--- src/rtl/mem_hazard_scheduler_pkg.sv ---
// Shared types and constants for the memory hazard scheduler.
//   state_t         : sequencer states (idle, instruction fetch, data access)
//   DATA_W          : RAM / instruction data width
//   NOP             : canonical RV32I no-op (addi x0, x0, 0)
//   DEFAULT_TIMEOUT : cycles an access may stay un-acked before abort
package mem_hazard_scheduler_pkg;

    localparam int unsigned DATA_W          = 32;
    localparam int unsigned DEFAULT_TIMEOUT = 64;
    localparam logic [DATA_W-1:0] NOP       = 32'h0000_0013;

    typedef enum logic [1:0] {
        ST_IDLE  = 2'd0,
        ST_FETCH = 2'd1,
        ST_DATA  = 2'd2
    } state_t;

endpackage

--- src/rtl/mem_hazard_scheduler_fetch_buffer.sv ---
// One-entry instruction buffer between the RAM port and IF/ID.
//   clk, rst_n : clock, async active-low reset
//   fill       : load fill_data and mark valid
//   consume    : IF/ID took the instruction; mark empty
//   flush      : discard contents (wins over fill and consume)
//   valid      : buffer holds an instruction
//   data       : buffered instruction (NOP after a flush)
module mem_hazard_scheduler_fetch_buffer
    import mem_hazard_scheduler_pkg::*;
(
    input  logic              clk,
    input  logic              rst_n,
    input  logic              fill,
    input  logic [DATA_W-1:0] fill_data,
    input  logic              consume,
    input  logic              flush,
    output logic              valid,
    output logic [DATA_W-1:0] data
);

    // Fill and consume never coincide: a fetch is only issued while empty.
    always_ff @(posedge clk or negedge rst_n) begin
        if (!rst_n) begin
            valid <= 1'b0;
            data  <= '0;
        end else if (flush) begin
            valid <= 1'b0;
            data  <= NOP;
        end else if (fill) begin
            valid <= 1'b1;
            data  <= fill_data;
        end else if (consume) begin
            valid <= 1'b0;
        end
    end

endmodule

--- src/rtl/mem_hazard_scheduler.sv ---
// Single-port memory sequencer and load-use hazard unit for the 5-stage core.
// Arbitrates the unified RAM between instruction fetch and MEM-stage data
// accesses (data first), buffers one fetched instruction and drives the
// pipeline hold / bubble / PC-write controls.
//   clk, rst_n                   : clock, async active-low reset
//   pc                           : fetch address
//   mem_req/we/addr/wdata        : MEM-stage load/store request
//   branch_flush                 : taken branch resolved this cycle
//   ID_EX_MemRead/RegisterRd     : load in ID/EX and its destination
//   IF_ID_RegisterRs1/Rs2        : decode-stage sources
//   ram_req/we/addr/wdata        : registered RAM command, held until ack
//   ram_ack, ram_rdata           : RAM completion and read data
//   instr                        : buffered instruction for IF/ID
//   mem_rdata, mem_done          : load data with one-cycle done pulse
//   pc_write, if_id_write        : PC / IF/ID advance
//   if_id_bubble, id_ex_bubble   : NOP insertion
//   pipe_hold                    : freeze ID/EX, EX/MEM, MEM/WB
//   bus_err                      : sticky access-timeout flag
module mem_hazard_scheduler
    import mem_hazard_scheduler_pkg::*;
#(
    parameter int unsigned ADDR_W  = 32,
    parameter int unsigned TIMEOUT = DEFAULT_TIMEOUT,
    parameter int unsigned TO_W    = 7
)(
    input  logic              clk,
    input  logic              rst_n,
    input  logic [ADDR_W-1:0] pc,
    input  logic              mem_req,
    input  logic              mem_we,
    input  logic [ADDR_W-1:0] mem_addr,
    input  logic [DATA_W-1:0] mem_wdata,
    input  logic              branch_flush,
    input  logic              ID_EX_MemRead,
    input  logic [4:0]        ID_EX_RegisterRd,
    input  logic [4:0]        IF_ID_RegisterRs1,
    input  logic [4:0]        IF_ID_RegisterRs2,
    output logic              ram_req,
    output logic              ram_we,
    output logic [ADDR_W-1:0] ram_addr,
    output logic [DATA_W-1:0] ram_wdata,
    input  logic              ram_ack,
    input  logic [DATA_W-1:0] ram_rdata,
    output logic [DATA_W-1:0] instr,
    output logic [DATA_W-1:0] mem_rdata,
    output logic              mem_done,
    output logic              pc_write,
    output logic              if_id_write,
    output logic              if_id_bubble,
    output logic              id_ex_bubble,
    output logic              pipe_hold,
    output logic              bus_err
);

    state_t          state;
    logic [TO_W-1:0] to_cnt;
    logic            drop;
    logic            buf_valid;
    logic            fetch_ack;
    logic            data_ack;
    logic            timed_out;
    logic            load_use;
    logic            mem_stall;
    logic            buf_fill;
    logic            advance;

    assign fetch_ack = (state == ST_FETCH) && ram_ack;
    assign data_ack  = (state == ST_DATA)  && ram_ack;
    assign timed_out = (state != ST_IDLE) && !ram_ack
                       && (to_cnt == TO_W'(TIMEOUT - 1));

    assign load_use  = ID_EX_MemRead && (ID_EX_RegisterRd != 5'd0)
                       && ((ID_EX_RegisterRd == IF_ID_RegisterRs1)
                           || (ID_EX_RegisterRd == IF_ID_RegisterRs2));
    assign mem_stall = mem_req && !data_ack;

    // A fetch result is discarded if a flush hit while in flight or in the ack cycle.
    assign buf_fill  = fetch_ack && !drop && !branch_flush;
    assign advance   = buf_valid && !mem_stall && !load_use && !branch_flush;

    // Pipeline controls are forced quiet while reset is asserted.
    assign pc_write     = rst_n && advance;
    assign if_id_write  = rst_n && advance;
    assign if_id_bubble = rst_n && !mem_stall
                          && (branch_flush || (!buf_valid && !load_use));
    assign id_ex_bubble = rst_n && load_use && !mem_stall;
    assign pipe_hold    = rst_n && mem_stall;

    // Load data is passed straight through in the ack cycle.
    assign mem_done  = data_ack;
    assign mem_rdata = data_ack ? ram_rdata : '0;

    mem_hazard_scheduler_fetch_buffer u_fetch_buffer (
        .clk       (clk),
        .rst_n     (rst_n),
        .fill      (buf_fill),
        .fill_data (ram_rdata),
        .consume   (advance),
        .flush     (branch_flush),
        .valid     (buf_valid),
        .data      (instr)
    );

    // Access sequencer: issue from IDLE, complete or abort back to IDLE.
    always_ff @(posedge clk or negedge rst_n) begin
        if (!rst_n) begin
            state     <= ST_IDLE;
            ram_req   <= 1'b0;
            ram_we    <= 1'b0;
            ram_addr  <= '0;
            ram_wdata <= '0;
            to_cnt    <= '0;
            drop      <= 1'b0;
            bus_err   <= 1'b0;
        end else begin
            case (state)
                ST_IDLE: begin
                    to_cnt <= '0;
                    drop   <= 1'b0;
                    if (mem_req) begin
                        state     <= ST_DATA;
                        ram_req   <= 1'b1;
                        ram_we    <= mem_we;
                        ram_addr  <= mem_addr;
                        ram_wdata <= mem_wdata;
                    end else if (!buf_valid && !branch_flush) begin
                        state     <= ST_FETCH;
                        ram_req   <= 1'b1;
                        ram_we    <= 1'b0;
                        ram_addr  <= pc;
                        ram_wdata <= '0;
                    end
                end
                ST_FETCH, ST_DATA: begin
                    if (ram_ack || timed_out) begin
                        state   <= ST_IDLE;
                        ram_req <= 1'b0;
                        ram_we  <= 1'b0;
                        to_cnt  <= '0;
                        drop    <= 1'b0;
                    end else begin
                        to_cnt <= to_cnt + TO_W'(1);
                        if ((state == ST_FETCH) && branch_flush) begin
                            drop <= 1'b1;
                        end
                    end
                    if (timed_out) begin
                        bus_err <= 1'b1;
                    end
                end
                default: begin
                    state   <= ST_IDLE;
                    ram_req <= 1'b0;
                    ram_we  <= 1'b0;
                end
            endcase
        end
    end

endmodule

--- config.mk ---
export PLATFORM = sky130hd
export DESIGN_NAME = mem_hazard_scheduler
export DESIGN_NICKNAME = d
export VERILOG_FILES = /design/src/rtl/mem_hazard_scheduler_pkg.sv /design/src/rtl/mem_hazard_scheduler_fetch_buffer.sv /design/src/rtl/mem_hazard_scheduler.sv
export SDC_FILE = /design/constraint.sdc
export NUM_CORES = 1
export LEC_CHECK = 0
export ABC_CLOCK_PERIOD_IN_PS = 2530
export BUFFER_PORTS_ARGS = -buffer_cell sky130_fd_sc_hd__buf_2
export CAP_MARGIN = 15
export CORE_AREA = 2 2 111 113
export CTS_CLUSTER_SIZE = 25
export DETAILED_ROUTE_END_ITERATION = 10
export DIE_AREA = 0 0 113 115
export GPL_ROUTABILITY_DRIVEN = 0
export GPL_TIMING_DRIVEN = 1
export PLACE_DENSITY = 0.77
export SLEW_MARGIN = 20
export SYNTH_ARGS = -nofsm -noshare
export SYNTH_HDL_FRONTEND = slang
export SYNTH_SLANG_ARGS = --single-unit
--- constraint.sdc ---
create_clock -name clk -period 2.53 [get_ports clk]
set_input_delay 0.1265 -clock clk [delete_from_list [all_inputs] [get_ports clk]]
set_output_delay 0.1265 -clock clk [all_outputs]
set_load 0.03 [all_outputs]
# Word level (Yosys, flattened, before mapping)
# Index checks and enable logic that the tools add are counted.
[totals]
ff_bits = 110
inputBits = 150
output_inout_bits = 137
[classes]
addsub = 1
eq_ne = 8
mux = 26
reduce_logical = 43
[ops]
columns = ["op", "n"]
rows = [
  ["32-bit 2-to-1 mux", 7],
  ["1-bit logical AND", 21],
  ["7-bit case mux with 2 select lines", 1],
  ["5-bit equality test", 2],
  ["1-bit 2-to-1 mux", 10],
  ["2-bit AND reduction", 4],
  ["2-bit nonzero test", 4],
  ["7-bit by 1-bit adder with 7-bit output (second input constant)", 1],
  ["7-bit by 6-bit equality test with 1-bit output (second input constant)", 1],
  ["1-bit logical NOT", 7],
  ["7-bit 2-to-1 mux", 1],
  ["2-bit 2-to-1 mux", 3],
  ["3-bit inequality test (second input constant)", 2],
  ["1-bit case mux with 2 select lines", 3],
  ["5-bit nonzero test", 1],
  ["2-bit case mux with 2 select lines", 1],
  ["1-bit logical OR", 3],
  ["3-bit nonzero test", 1],
  ["2-bit by 1-bit equality test with 1-bit output (second input constant)", 1],
  ["2-bit equality test (second input constant)", 1],
  ["2-bit logical NOT", 1],
  ["2-bit inequality test (second input constant)", 1],
  ["2-bit OR reduction", 1],
]

# Longest topological paths before layout
[logic_depth]
depth_word = 11
ltp_mapped = 8
mapped_depth_nobuf = 6

# Cells and area by module
# A second synthesis with hierarchy kept.
[hier_totals]
hier_cells = 466
area_unflattened_um2 = 5086.1
[modules_own_cells]
columns = ["mod", "instances", "cells_per_inst", "area_per_inst_um2", "seq_area_each_um2"]
rows = [
  ["mem_hazard_scheduler", 1, 358, 3731.1, 1926.8],
  ["mem_hazard_scheduler_fetch_buffer", 1, 108, 1355.0, 825.8],
]

# Least setup slack after synthesis
# No wires, ideal clock.
[synth_timing]
path_kind = "register -> output"
start = "register state[0]"
end = "output port pc_write"
t_arrival_ns = 1.841
t_required_ns = 2.404
slack_ns = 0.563
stages_incl_launch_ff = 8
path_buffers = 1
cell_sequence = "dfrtp_1 inv_1 ha_1 nand2_1 a21boi_1 nand2_1 a21oi_1 buf_4"
[synth_via]
elab_chain_cells = 9
[synth_rtl]
columns = ["item", "line", "rtl"]
rows = [
  ["start: declaration", "mem_hazard_scheduler.sv:55", "state_t state;"],
  ["start signal: assignment", "mem_hazard_scheduler.sv:107", "state <= ST_IDLE;"],
  ["start signal: assignment", "mem_hazard_scheduler.sv:121", "state <= ST_DATA;"],
  ["start signal: assignment", "mem_hazard_scheduler.sv:127", "state <= ST_FETCH;"],
  ["2-bit equality test", "mem_hazard_scheduler.sv:68", "assign data_ack = (state == ST_DATA) && ram_ack;"],
  ["1-bit logical AND", "mem_hazard_scheduler.sv:68", ""],
  ["1-bit logical NOT", "mem_hazard_scheduler.sv:75", "assign mem_stall = mem_req && !data_ack;"],
  ["1-bit logical AND", "mem_hazard_scheduler.sv:75", ""],
  ["1-bit logical NOT", "mem_hazard_scheduler.sv:79", "assign advance = buf_valid && !mem_stall && !load_use && !branch_flush;"],
  ["1-bit logical AND (3 in series)", "mem_hazard_scheduler.sv:79", ""],
  ["1-bit logical AND", "-", ""],
  ["end: declaration", "mem_hazard_scheduler.sv:47", "output logic pc_write,"],
]
# No other way between the ends.

# Worst setup path in the final report
[layout_timing]
start = "register state[0]"
end = "output port if_id_bubble"
[layout_via]
elab_chain_cells = 7
[layout_rtl]
columns = ["item", "line", "rtl"]
rows = [
  ["2-bit equality test", "mem_hazard_scheduler.sv:68", ""],
  ["1-bit logical AND", "mem_hazard_scheduler.sv:68", ""],
  ["1-bit logical NOT", "mem_hazard_scheduler.sv:75", ""],
  ["1-bit logical AND", "mem_hazard_scheduler.sv:75", ""],
  ["1-bit logical NOT", "mem_hazard_scheduler.sv:84", "assign if_id_bubble = rst_n && !mem_stall"],
  ["1-bit logical AND", "mem_hazard_scheduler.sv:84", ""],
  ["1-bit logical AND", "mem_hazard_scheduler.sv:85", "&& (branch_flush || (!buf_valid && !load_use));"],
  ["end: declaration", "mem_hazard_scheduler.sv:49", "output logic if_id_bubble,"],
]
# No other way between the ends.

==> results.md <==
- Failing checks: design-rule violations
- Num CTS Buffers: 9
- Synth top area share: 55.9%
- Lkg Pwr: a little under 4 nW
- CP Max Fanout: 4
- Simple-Gate Fraction of Synth Area: 11.6%
- Row count: 40
- Synth top area cells: dfrtp_1 56%, a22o_1 11%, mux2i_1 6.5%
- DR WL/cell: 16.7 µm
- Area delta synth->final: 42.3%
- DIE AREA: between 10,000 and 15,000 µm²
- Largest family of logic cells by synthesized area: compound AO/OA/AOI/OAI gates
- Fmax: about 480 MHz
- Seq pwr share: between 30% and 40%
- IO Pins: around 290
- Clk buf depth: 2
- Max-Cap Viols: 0
- Maximum VDD drop: between 0.0007 and 0.0008 V
- Slew HR: 31.7%
- Clk root buf: clkbuf_16
- Pins over their slew limit: 0
- Arr. time, crit path: 1.97 ns
- Core box area: about 12,000 µm²
- Post-synthesis adder-cell area fraction: between 1 and 1.5%
- First-pass DRT Iterations: 8
- Clock transition at the registers of the reported paths: around 0.080 ns
- Final instance area: 7010 µm²
- Synth Area in Compound Gates: 18.3%
- Startpoint Class: flip-flop
- RSZ-0062 raised after global routing: false
- Share of cells above drive strength 1: between 40 and 50%
- PnR worst setup slack: ~0.43 ns
- Syn_nets: 594
- Synthesized cell area: 4930 µm²
- Largest net degree at the start of global routing: 63
- Sequential share of the synthesized area: 55.9%
- # H-tree levels: 3
- Post-CTS sizing: 0
- Post-layout min period: 2.10 ns
- Switching share of power: between 40% and 50%
- Starting density of the core: 41.7%
- Combinational Power Share: 45.8%
- Global-route wire length before repair: between 20 and 25 mm
- Die Wd: roughly 110 µm
- Yosys Warn Count: 0
- Port Buffers: approximately 290
- Pint: approximately 0.0042 W
- Worst slew pin tran: 1.02 ns
- Clock power frac: about a fifth
- Seq cells post-synth: between 100 and 150
- Syn avg cell area: ~11 µm²
- Clk sink count: 110
- Post-Synth XOR/XNOR Area: roughly 2.1%
- Vias in the first global route: 4,535
- Critical path required time: approximately 2.4 ns
- DRC viols: 20
- Post-DP HPWL: approximately 11 mm
- PwrDens: 1080 nW/µm²
- Height of the die: 115 µm
- CTS tree: yes
- Mapped Cells: ~440
- Final nets: ~890
- Via count of the routed design: around 4.6k
- Worst-skew pair later-pin latency: about 0.34 ns
- DR iter-0 viols: about 330
- Total power: ~0.0076 W
- Outcome: finished, violations left
- Fin. Hold Viols: 0
- Antenna Nets Post-Route: 0
- Grt ovf: 0
- TNS Setup: 0 ns
- DP Worst Slack: 0.617 ns
- Crit path kind: flip-flop to output pin
- Type of the most critical hold path: input port to flip-flop
- Detailed Route WL: 14.9 mm
- Tcrit/Tclk final: between 80% and 90%
- Placed cell areas: about 6500 µm²
- Net Sw Power: about 0.0034 W
- Critical Path Sink Type: output pin
- Initial antenna violation count: 2
- Final setup violation count: 0
- Clk_skew: approximately 0.009 ns
- GRT Total Usage: 22.4%
- Via/cell ratio: roughly 5.2
- Synth area leader: dfrtp_1
- Distinct cells, synth: 37
- Multiplexer share of the synthesized area: around 6.5%
## critical path, cell delays in order (launching register included)
cell,delay [ns]
dfrtp_1,0.42
inv_1,0.11
ha_1,0.19
nand2_1,0.12
a21boi_1,0.29
nand2b_1,0.09
a31oi_1,0.18
buf_2,0.23
## power groups by stage
stage               Clock, W  Combinational (W)  Sequential [W]
detailed placement         0            0.00347         0.00267
CTS                  0.00149            0.00348         0.00266
global placement           0            0.00337         0.00268
finish               0.00145            0.00348         0.00267
global route         0.00156            0.00374         0.00274
floorplan                  0            0.00130         0.00373
## cells in the mapped netlist, drive strengths merged
library cell and instances:
or2 1, buf 23, a21oi 2, nand4b 1
nor3 2, o41ai 1, nand3 5, inv 7
a31oi 2, o22ai 1, dfrtp 110, o21ai 41
and2 2, o22a 7, xor2 1, or3 1
clkbuf 12, ha 5, o31ai 1, a21boi 1
nor2 16, a2bb2oi 1, a22o 61, o21a 1
a41oi 1, xnor2 11, or4 1, and3 35
mux2i 32, nand2b 2, nor2b 1, nand2 51
## cells by family (layout without fill, tap and decap cells)
| kind of cell | after synthesis | count (layout) |
|---|---|---|
| compound gates | 120 | 120 |
| xor+xnor | 12 | 12 |
| fa+ha+maj | 5 | 5 |
| buf+inv | 42 | 345 |
| flops | 110 | 110 |
| mux | 32 | 32 |
| other cells | 0 | 1 |
| simple gates | 118 | 118 |
## layer usage
| metal | wire length, µm | vias up | global-route usage, % |
|---|---|---|---|
| li1 | - | 2186 | - |
| met1 | 5860 | 2189 | 27.0 |
| met2 | 7510 | 241 | 39.6 |
| met3 | 1160 | 27 | 5.01 |
| met4 | 359 | 2 | 8.21 |
| met5 | 14 | - | 0 |
## layout by cell type (no fill, tap or decap), drive strengths merged, types with 7 or more instances in the layout
cell	n
a22o	61
and3	35
buf	297
clkbuf	10
dfrtp	110
dlygate4sd3	25
inv	11
mux2i	32
nand2	51
nor2	16
o21ai	41
o22a	7
xnor2	11
## state kept, by name, summed over array words and instances (netlist names), 2 cells and up
register             count
u_fetch_buffer.data     32
ram_addr                32
to_cnt                   7
ram_wdata               32
state                    2
## per-stage QoR
step | std cells | hold slack [ns] | util (%)
2_1_floorplan | 439 | -0.169 | -
3_5_place_dp | 848 | 0.321 | 54.7
4_1_cts | 888 | 0.00198 | 59.3
6_report | 890 | 0.0140 | 59.4
5_1_grt | 890 | 0.000771 | 59.4
3_3_place_gp | 848 | 0.311 | 54.7
## cell type report
class                      count  area [µm²]
clock buffer                  10         229
clock inverter                 6        76.3
fill                         974        4800
antenna                        1        2.50
timing repair buffer         322        1770
inverter                       7        26.3
sequential                   110        2750
tap                          147         184
multi-input combinational    287        1980
## final timing paths
path / startpoint / endpoint / slack [ns] / depth (start not counted)
setup / recovery: state[0] / if_id_bubble / 0.43 / 7
hold / removal: mem_wdata[20] / ram_wdata[20] / 0.01 / 2
setup reg to reg: state[1] / ram_wdata[12] / 0.61 / 5
hold reg to reg: ram_addr[26] / ram_addr[26] / 0.48 / 2
max in group asynchronous: rst_n / ram_addr[2] / 1.48 / 3
min in group asynchronous: rst_n / u_fetch_buffer.data[16] / 0.49 / 3
## timing repair
action | CTS | global route
endpoints found under the hold margin | 71 | 1
endpoints found under the setup margin | 0 | 0
setup buffers | 0 | 0
hold buffers | 24 | 1
(Power assumes the default switching activity.)
